`src/rtl/spi_slave_frontend.sv`:
```
// SPI slave front end (mode 0, MSB first) that turns host frames into single-cycle
// register-bank accesses and returns read data on miso.
//
// Frame: 1 R/W bit (1 = read) + ALINES address bits, then DWIDTH data bits.
//
// Ports:
//   clk, rst        system clock, asynchronous active-high reset
//   sclk, cs_n, mosi  SPI pins from the host (asynchronous, oversampled)
//   miso, miso_oe   SPI read data and its tri-state enable
//   cs, wr, rd      single-cycle bank access strobes
//   addr, din       registered bank address and write data
//   dout            bank read data, valid the cycle after rd
//   frame_err       one-cycle pulse when a frame is aborted
module spi_slave_frontend #(
    parameter int unsigned DWIDTH      = 16,
    parameter int unsigned ALINES      = 7,
    parameter int unsigned SYNC_STAGES = 2
) (
    input  logic              clk,
    input  logic              rst,
    input  logic              sclk,
    input  logic              cs_n,
    input  logic              mosi,
    output logic              miso,
    output logic              miso_oe,
    output logic              cs,
    output logic              wr,
    output logic              rd,
    output logic [ALINES-1:0] addr,
    output logic [DWIDTH-1:0] din,
    input  logic [DWIDTH-1:0] dout,
    output logic              frame_err
);

    localparam int unsigned HdrBits = ALINES + 1;
    localparam int unsigned MaxBits = (HdrBits > DWIDTH) ? HdrBits : DWIDTH;
    localparam int unsigned CntW    = $clog2(MaxBits + 1);

    typedef enum logic [2:0] {
        StIdle, StHdr, StRdReq, StRdLoad, StData, StWrCommit, StDone
    } state_e;

    logic [SYNC_STAGES-1:0] sclk_sync_q, cs_n_sync_q, mosi_sync_q, ready_q;
    logic                   sclk_s, cs_n_s, mosi_s;
    logic                   sclk_prev_q, cs_n_prev_q, armed_q;
    logic                   sclk_rise, sclk_fall, cs_rise, cs_fall;

    state_e              state_q, state_d;
    logic [CntW-1:0]     cnt_q, cnt_d;
    logic [HdrBits-1:0]  hdr_q, hdr_d, hdr_full;
    logic [DWIDTH-1:0]   rx_q, rx_d, rx_full;
    logic [DWIDTH-1:0]   tx_q, tx_d;
    logic                rd_frame_q, rd_frame_d;
    logic [ALINES-1:0]   addr_q, addr_d;
    logic [DWIDTH-1:0]   din_q, din_d;
    logic                frame_err_q, frame_err_d;

    // Synchronizers. ready_q fills with ones so that the synced pins are known to
    // carry real samples (not reset values) once its top bit is set.
    always_ff @(posedge clk or posedge rst) begin
        if (rst) begin
            sclk_sync_q <= '0;
            cs_n_sync_q <= '1;
            mosi_sync_q <= '0;
            ready_q     <= '0;
        end else begin
            sclk_sync_q <= {sclk_sync_q[SYNC_STAGES-2:0], sclk};
            cs_n_sync_q <= {cs_n_sync_q[SYNC_STAGES-2:0], cs_n};
            mosi_sync_q <= {mosi_sync_q[SYNC_STAGES-2:0], mosi};
            ready_q     <= {ready_q[SYNC_STAGES-2:0], 1'b1};
        end
    end

    assign sclk_s = sclk_sync_q[SYNC_STAGES-1];
    assign cs_n_s = cs_n_sync_q[SYNC_STAGES-1];
    assign mosi_s = mosi_sync_q[SYNC_STAGES-1];

    // armed_q stays low until cs_n has been seen high after reset, so a cs_n that
    // was already low at reset release never starts a frame.
    always_ff @(posedge clk or posedge rst) begin
        if (rst) begin
            sclk_prev_q <= 1'b0;
            cs_n_prev_q <= 1'b1;
            armed_q     <= 1'b0;
        end else begin
            sclk_prev_q <= sclk_s;
            cs_n_prev_q <= cs_n_s;
            armed_q     <= armed_q | (ready_q[SYNC_STAGES-1] & cs_n_s);
        end
    end

    assign sclk_rise = ~cs_n_s & sclk_s & ~sclk_prev_q;
    assign sclk_fall = ~cs_n_s & ~sclk_s & sclk_prev_q;
    assign cs_rise   = cs_n_s & ~cs_n_prev_q;
    assign cs_fall   = armed_q & ~cs_n_s & cs_n_prev_q;

    assign hdr_full = {hdr_q[HdrBits-2:0], mosi_s};
    assign rx_full  = {rx_q[DWIDTH-2:0], mosi_s};

    always_comb begin
        state_d     = state_q;
        cnt_d       = cnt_q;
        hdr_d       = hdr_q;
        rx_d        = rx_q;
        tx_d        = tx_q;
        rd_frame_d  = rd_frame_q;
        addr_d      = addr_q;
        din_d       = din_q;
        frame_err_d = 1'b0;

        unique case (state_q)
            StIdle: begin
                if (cs_fall) begin
                    state_d = StHdr;
                    cnt_d   = '0;
                end
            end
            StHdr: begin
                if (cs_rise) begin
                    state_d     = StIdle;
                    frame_err_d = 1'b1;
                end else if (sclk_rise) begin
                    hdr_d = hdr_full;
                    cnt_d = cnt_q + CntW'(1);
                    if (cnt_q == CntW'(HdrBits - 1)) begin
                        addr_d     = hdr_full[ALINES-1:0];
                        rd_frame_d = hdr_full[HdrBits-1];
                        cnt_d      = '0;
                        state_d    = hdr_full[HdrBits-1] ? StRdReq : StData;
                    end
                end
            end
            StRdReq: begin
                if (cs_rise) begin
                    state_d     = StIdle;
                    frame_err_d = 1'b1;
                end else begin
                    state_d = StRdLoad;
                end
            end
            StRdLoad: begin
                if (cs_rise) begin
                    state_d     = StIdle;
                    frame_err_d = 1'b1;
                end else begin
                    tx_d    = dout;
                    state_d = StData;
                end
            end
            StData: begin
                if (cs_rise) begin
                    state_d     = StIdle;
                    frame_err_d = 1'b1;
                end else if (sclk_rise) begin
                    cnt_d = cnt_q + CntW'(1);
                    if (!rd_frame_q) begin
                        rx_d = rx_full;
                    end
                    if (cnt_q == CntW'(DWIDTH - 1)) begin
                        if (rd_frame_q) begin
                            state_d = StDone;
                        end else begin
                            din_d   = rx_full;
                            state_d = StWrCommit;
                        end
                    end
                end else if (sclk_fall && rd_frame_q && (cnt_q != '0)) begin
                    // The first fall after the header only presents the MSB.
                    tx_d = {tx_q[DWIDTH-2:0], 1'b0};
                end
            end
            StWrCommit: begin
                state_d = cs_n_s ? StIdle : StDone;
            end
            StDone: begin
                if (cs_n_s) begin
                    state_d = StIdle;
                end
            end
            default: begin
                state_d = StIdle;
            end
        endcase
    end

    always_ff @(posedge clk or posedge rst) begin
        if (rst) begin
            state_q     <= StIdle;
            cnt_q       <= '0;
            hdr_q       <= '0;
            rx_q        <= '0;
            tx_q        <= '0;
            rd_frame_q  <= 1'b0;
            addr_q      <= '0;
            din_q       <= '0;
            frame_err_q <= 1'b0;
        end else begin
            state_q     <= state_d;
            cnt_q       <= cnt_d;
            hdr_q       <= hdr_d;
            rx_q        <= rx_d;
            tx_q        <= tx_d;
            rd_frame_q  <= rd_frame_d;
            addr_q      <= addr_d;
            din_q       <= din_d;
            frame_err_q <= frame_err_d;
        end
    end

    // In RdLoad the tx register is being loaded this cycle, so present dout directly.
    always_comb begin
        miso = 1'b0;
        if (state_q == StRdLoad) begin
            miso = dout[DWIDTH-1];
        end else if ((state_q == StData) && rd_frame_q) begin
            miso = tx_q[DWIDTH-1];
        end
    end

    assign miso_oe   = ~cs_n_s;
    assign rd        = (state_q == StRdReq);
    assign wr        = (state_q == StWrCommit);
    assign cs        = rd | wr;
    assign addr      = addr_q;
    assign din       = din_q;
    assign frame_err = frame_err_q;

endmodule

```
`config.mk`:
```
export PLATFORM = sky130hd
export DESIGN_NAME = spi_slave_frontend
export DESIGN_NICKNAME = d
export VERILOG_FILES = /design/src/rtl/spi_slave_frontend.sv
export SDC_FILE = /design/constraint.sdc
export NUM_CORES = 1
export LEC_CHECK = 0
export ABC_AREA = 1
export CAP_MARGIN = 0
export CORE_MARGIN = 5
export CORE_UTILIZATION = 25
export DETAILED_ROUTE_END_ITERATION = 10
export PLACE_DENSITY = 0.48
export SETUP_SLACK_MARGIN = 0.05
export SLEW_MARGIN = 20
export SYNTH_ARGS = -nofsm -noshare
export SYNTH_HDL_FRONTEND = slang
export SYNTH_SLANG_ARGS = --single-unit
```
`constraint.sdc`:
```
create_clock -name clk -period 7.2 [get_ports clk]
set_input_delay 1.8 -clock clk [delete_from_list [all_inputs] [get_ports clk]]
set_output_delay 1.8 -clock clk [all_outputs]
set_load 0.01 [all_outputs]
```
# Yosys cells after proc, flatten, opt, wreduce, memory -nomap -nowiden
# Cells that the tools add are included.
op_classes:
  addsub: 1
  eq_ne: 21
  n_mux: 30
  bitwise: 16
  reduce_logical: 15
op_table:
  columns: ["operator", "n"]
  rows:
  - ["2-to-1 mux 16 bit", 4]
  - ["2-to-1 mux 3 bit", 11]
  - ["case mux 16 bit (2 select lines)", 1]
  - ["2-to-1 mux 5 bit", 6]
  - ["case mux 3 bit (7 select lines)", 1]
  - ["inequality test 2 bit, second input constant", 9]
  - ["case mux 5 bit (3 select lines)", 1]
  - ["inequality test 3 bit, second input constant", 4]
  - ["AND reduction 6 bit", 2]
  - ["AND reduction 5 bit", 2]
  - ["== test 3 bit, second input constant", 3]
  - ["bitwise AND 1 bit", 8]
  - ["AND reduction 4 bit", 2]
  - ["== test 3 x 2 -> 1 bit, second input constant", 2]
  - ["NOT 1 bit", 6]
  - ["adder 5 x 1 -> 5 bit, second input constant", 1]
  - ["== test 5 x 3 -> 1 bit, second input constant", 1]
  - ["== test 5 x 4 -> 1 bit, second input constant", 1]
  - ["nonzero test 5 bit", 1]
  - ["2-to-1 mux 1 bit", 4]
  - ["2-to-1 mux 2 bit", 2]
  - ["OR reduction 4 bit", 1]
  - ["== test 3 x 1 -> 1 bit, second input constant", 1]
  - ["logical AND 1 bit", 3]
  - ["other kinds (5)", 6]
totals:
  register_bits: 82
  inputBits: 21

# Logic depth before layout (Yosys ltp)
depth:
  ltp_word: 9
  depth_mapped: 10

# Worst setup path after synthesis
# No wires, ideal clock.
synth_path:
  path_kind: "input -> output"
  startpoint: "input port dout[15]"
  endpoint: "output port miso"
  arrival_ps: 2112
  setup_slack_ps: 3288
  stages: 2
  n_path_buf: 0
  cell_sequence: "inv_1 o21ai_0"
synth_via:
  elab_chain_len: 1
synth_rtl:
  columns: ["item", "line", "text"]
  rows:
  - ["from (decl)", "31", "input logic [DWIDTH-1:0] dout,"]
  - ["2-to-1 mux 1 bit", "213", "if (state_q == StRdLoad) begin"]
  - ["to (decl)", "24", "output logic miso,"]
# No other way between the ends.

# Final worst setup path
# Same ends and word-level chain as after synthesis.

==> metrics.md <==
| Metric | Value |
|---|---|
| Status | complete, no violations |
| Pwr Total | 1.41 mW |
| Avg Cell Area, Syn | about 8.8 sq um |
| Type of the worst setup path | in2out |
| Setup violators final | 0 |
| Startpoint Class | primary input |
| Via density | 4.29 |
| Share of cells above drive strength 1 | 0.134 |
| Placed Area | between 0.004 and 0.005 sq mm |
| Crit-path max cell delay | 570 ps |
| Fmax | about 210 MHz |
| Die height | 132 um |
| Post-Layout Cell Count | 660 |
| Hpwl dp | 5250 um |
| Max H-tree Level | 3 |
| Flop-to-flop setup slack | 4450 ps |
| Synthesized netlist net count | 450 |
| Leak | 2.17 nW |
| Seq cells post-synth | 82 |
| Worst Path Arrival | approximately 3000 ps |
| CP Max Fanout | 2 |
| CTS root buffer | clkbuf_16 |
| Cell accounting for the most synthesized area | dfrtp_1 |
| Setup bufs post-CTS | 0 |
| Area grow syn2layout | 24.4% |
| CP Buf/Inv Count | 3 |
| Setup_tns | 0 ps |
| Number of global-route vias before repair | approximately 2800 |
| RSZ-0062 raised after global routing | no |
| Placed Cells | 645 |
| Setup crit end | miso |
| Yosys top cell area share | 0.527 |
| Initial Utilization | 0.256 |
| Slew @ Worst Pin | 777 ps |
| Gate Count Post-Synth | around 430 |
| GRT Total Usage | 0.0965 |
| P per Cell Area | just over 300 mW/mm^2 |
| WL per Instance | between 10 and 15 um |
| Crit path required time | 5400 ps |
| Cell area after synthesis | 0.00375 sq mm |
| Clock Latency Late Sink | approximately 340 ps |
| Fin crit period | between 4000 and 5000 ps |
| DIE AREA | 0.0176 sq mm |
| Delay-heaviest family, CP | buffers and inverters |
| DR vias | 2832 |
| First-pass GRT wire length | about 14000 um |
| Leading post-synthesis cells by cell area | dfrtp_1 53%, nand2_1 16%, o21ai_2 5.4% |
| Worst reg2reg endpoint | din[7] |
| Peak supply drop | 0.000119 V |
| CTS Sinks | 82 |
| Final period util | 0.669 |
| Total of warnings raised by yosys | 0 |
| Hold Path Class | reg2reg |
| Synth cell types | 32 |
| Drt pass-1 iters | 5 |
| Most frequent CP cell | clkdlybuf4s50_1 |
| R2r worst-path depth | 7 |
| Total CTS buffers | 9 |
| Crit path capture type | output pin |
| Clock slew at reported path FFs | 60 ps |
| # IOs | 50 |
| Post_cts resized | 0 |
| Grt ovf | 0 |
| Pin count of the biggest net entering global routing | 83 |
| Row cnt | between 40 and 50 |
| Gp weighted congestion | 0.790 |
| Critical path depth in cells | 4 |
| Cts hold-fix bufs | 0 |
| Clock tree from TritonCTS | done |
| Fill count | 1576 |
| Crit path cell chain | clkdlybuf4s50_1, inv_1, o21ai_0, clkdlybuf4s50_1 |
| Die Width | 132 um |
| Final Hold Viols | 0 |
| Post-synthesis sequential area ratio | 0.548 |
| Port bufs | just under 50 |
| Max-slew violations | 0 |
| Hold Startpoint | sclk_sync_q[0] |
| Total Wirelength | 7900 um |
| Critical Path Start | dout[15] |
| Max Cap Viol | 0 |
| Slew HR | 0.482 |
| Initial DRC count | about 160 |
| Final Skew | 9.40 ps |
| Core Area | 0.0146 sq mm |
| Critical path's slowest cell | clkdlybuf4s50_1 |
| RR Startpoint | state_q[2] |
| Worst-case clock buffer depth | 2 |
| Design area | 0.00467 sq mm |
| ANT cells | 0 |
| Initial antenna violation count | 0 |
| Remaining DRCs | 0 |
| Fin nets | 496 |
| Antenna Nets Post-Route | 0 |
==> worst register-to-register path, cell delays in order, from the launching register on <==
cell and delay [ps]:
dfrtp_1 610, inv_2 180, nor2_8 310, nand3_2 160, nor2_4 500, nand2_2 570, nand2_1 240, o21ai_2 70
==> final cells by class <==
cell class                 count  area (sq um)  share of cell area
sequential                    82          2060               0.440
multi-input combinational    288          1430               0.306
timing repair buffer          50           502               0.107
clock buffer                  11           243              0.0520
tap                          184           230              0.0493
inverter                      41           155              0.0332
clock inverter                 4          52.6              0.0113
==> synthesized netlist by cell type, drive strengths merged <==
| master | count |
|---|---|
| a21o | 1 |
| a21oi | 5 |
| and3 | 1 |
| buf | 15 |
| conb | 1 |
| dfrtp | 79 |
| dfstp | 3 |
| ha | 3 |
| inv | 41 |
| nand2 | 162 |
| nand3 | 31 |
| nand3b | 2 |
| nand4 | 2 |
| nor2 | 19 |
| nor3 | 2 |
| o211ai | 1 |
| o21ai | 55 |
| or2 | 1 |
| xnor2 | 1 |
| xor2 | 1 |
==> worst min-delay path by stage <==
| stage | end | slack, ps | cells past startpoint |
|---|---|---|---|
| after floorplan | mosi_sync_q[1] | 330 | 0 |
| after global placement | ready_q[1] | 330 | 0 |
| after detailed placement | sclk_sync_q[1] | 340 | 0 |
| after CTS | sclk_sync_q[1] | 350 | 0 |
| after global routing | ready_q[1] | 360 | 0 |
| final | sclk_sync_q[1] | 350 | 0 |
==> cells by family (layout without fill, tap and decap cells) <==
| family | count (synthesis) | after routing | synth area share |
|---|---|---|---|
| xor gates and xnor gates | 2 | 2 | 0.00467 |
| adders and majority gates | 3 | 3 | 0.0100 |
| other | 1 | 1 | 0.00100 |
| AOI/OAI and AO/OA | 62 | 62 | 0.110 |
| DFF | 82 | 82 | 0.548 |
| buffers and inverters | 56 | 106 | 0.0707 |
| and+or+nand+nor | 220 | 220 | 0.256 |
==> cells in the final DEF, fill, tap and decap left out, drive strengths merged, types with 2 or more instances in the layout <==
master / instances
nor3: 2
ha: 3
clkbuf: 11
dfstp: 3
nand2: 162
nand3: 31
inv: 40
nand4: 2
clkdlybuf4s50: 49
dfrtp: 79
a21oi: 5
clkinv: 4
nor2: 19
nand3b: 2
o21ai: 55
==> power by group <==
| part | total, mW | internal (mW) | switching, mW |
|---|---|---|---|
| logic | 0.357 | 0.116 | 0.240 |
| clock network | 0.457 | 0.277 | 0.181 |
| registers | 0.596 | 0.538 | 0.0585 |
==> metal layers <==
| metal | share of wire | global-route usage | vias to the layer above | wire (um) |
|---|---|---|---|---|
| li1 | - | - | 1434 | - |
| met1 | 0.47 | 0.122 | 1339 | 3740 |
| met2 | 0.45 | 0.147 | 50 | 3580 |
| met3 | 0.048 | 0.0292 | 9 | 383 |
| met4 | 0.025 | 0.0537 | 0 | 196 |
| met5 | 0 | 0 | - | 0 |
==> flip-flops by register name, summed over array words and instances (netlist names) <==
name         flops
hdr_q            7
addr             7
tx_q            16
sclk_prev_q      1
cs_n_prev_q      1
din             16
cs_n_sync_q      2
mosi_sync_q      2
rd_frame_q       1
cnt_q            5
state_q          3
rx_q            15
ready_q          2
armed_q          1
sclk_sync_q      2
frame_err        1
==> through the flow <==
stage / setup slack, ps / hold WS, ps / utilization
floorplan: 3290 / 331 / -
global placement: 2380 / 333 / 0.298
detailed placement: 2370 / 337 / 0.298
CTS: 2370 / 350 / 0.319
global route: 2320 / 357 / 0.319
finish: 2380 / 347 / 0.319
No activity file was read; power rests on OpenSTA's default activity.
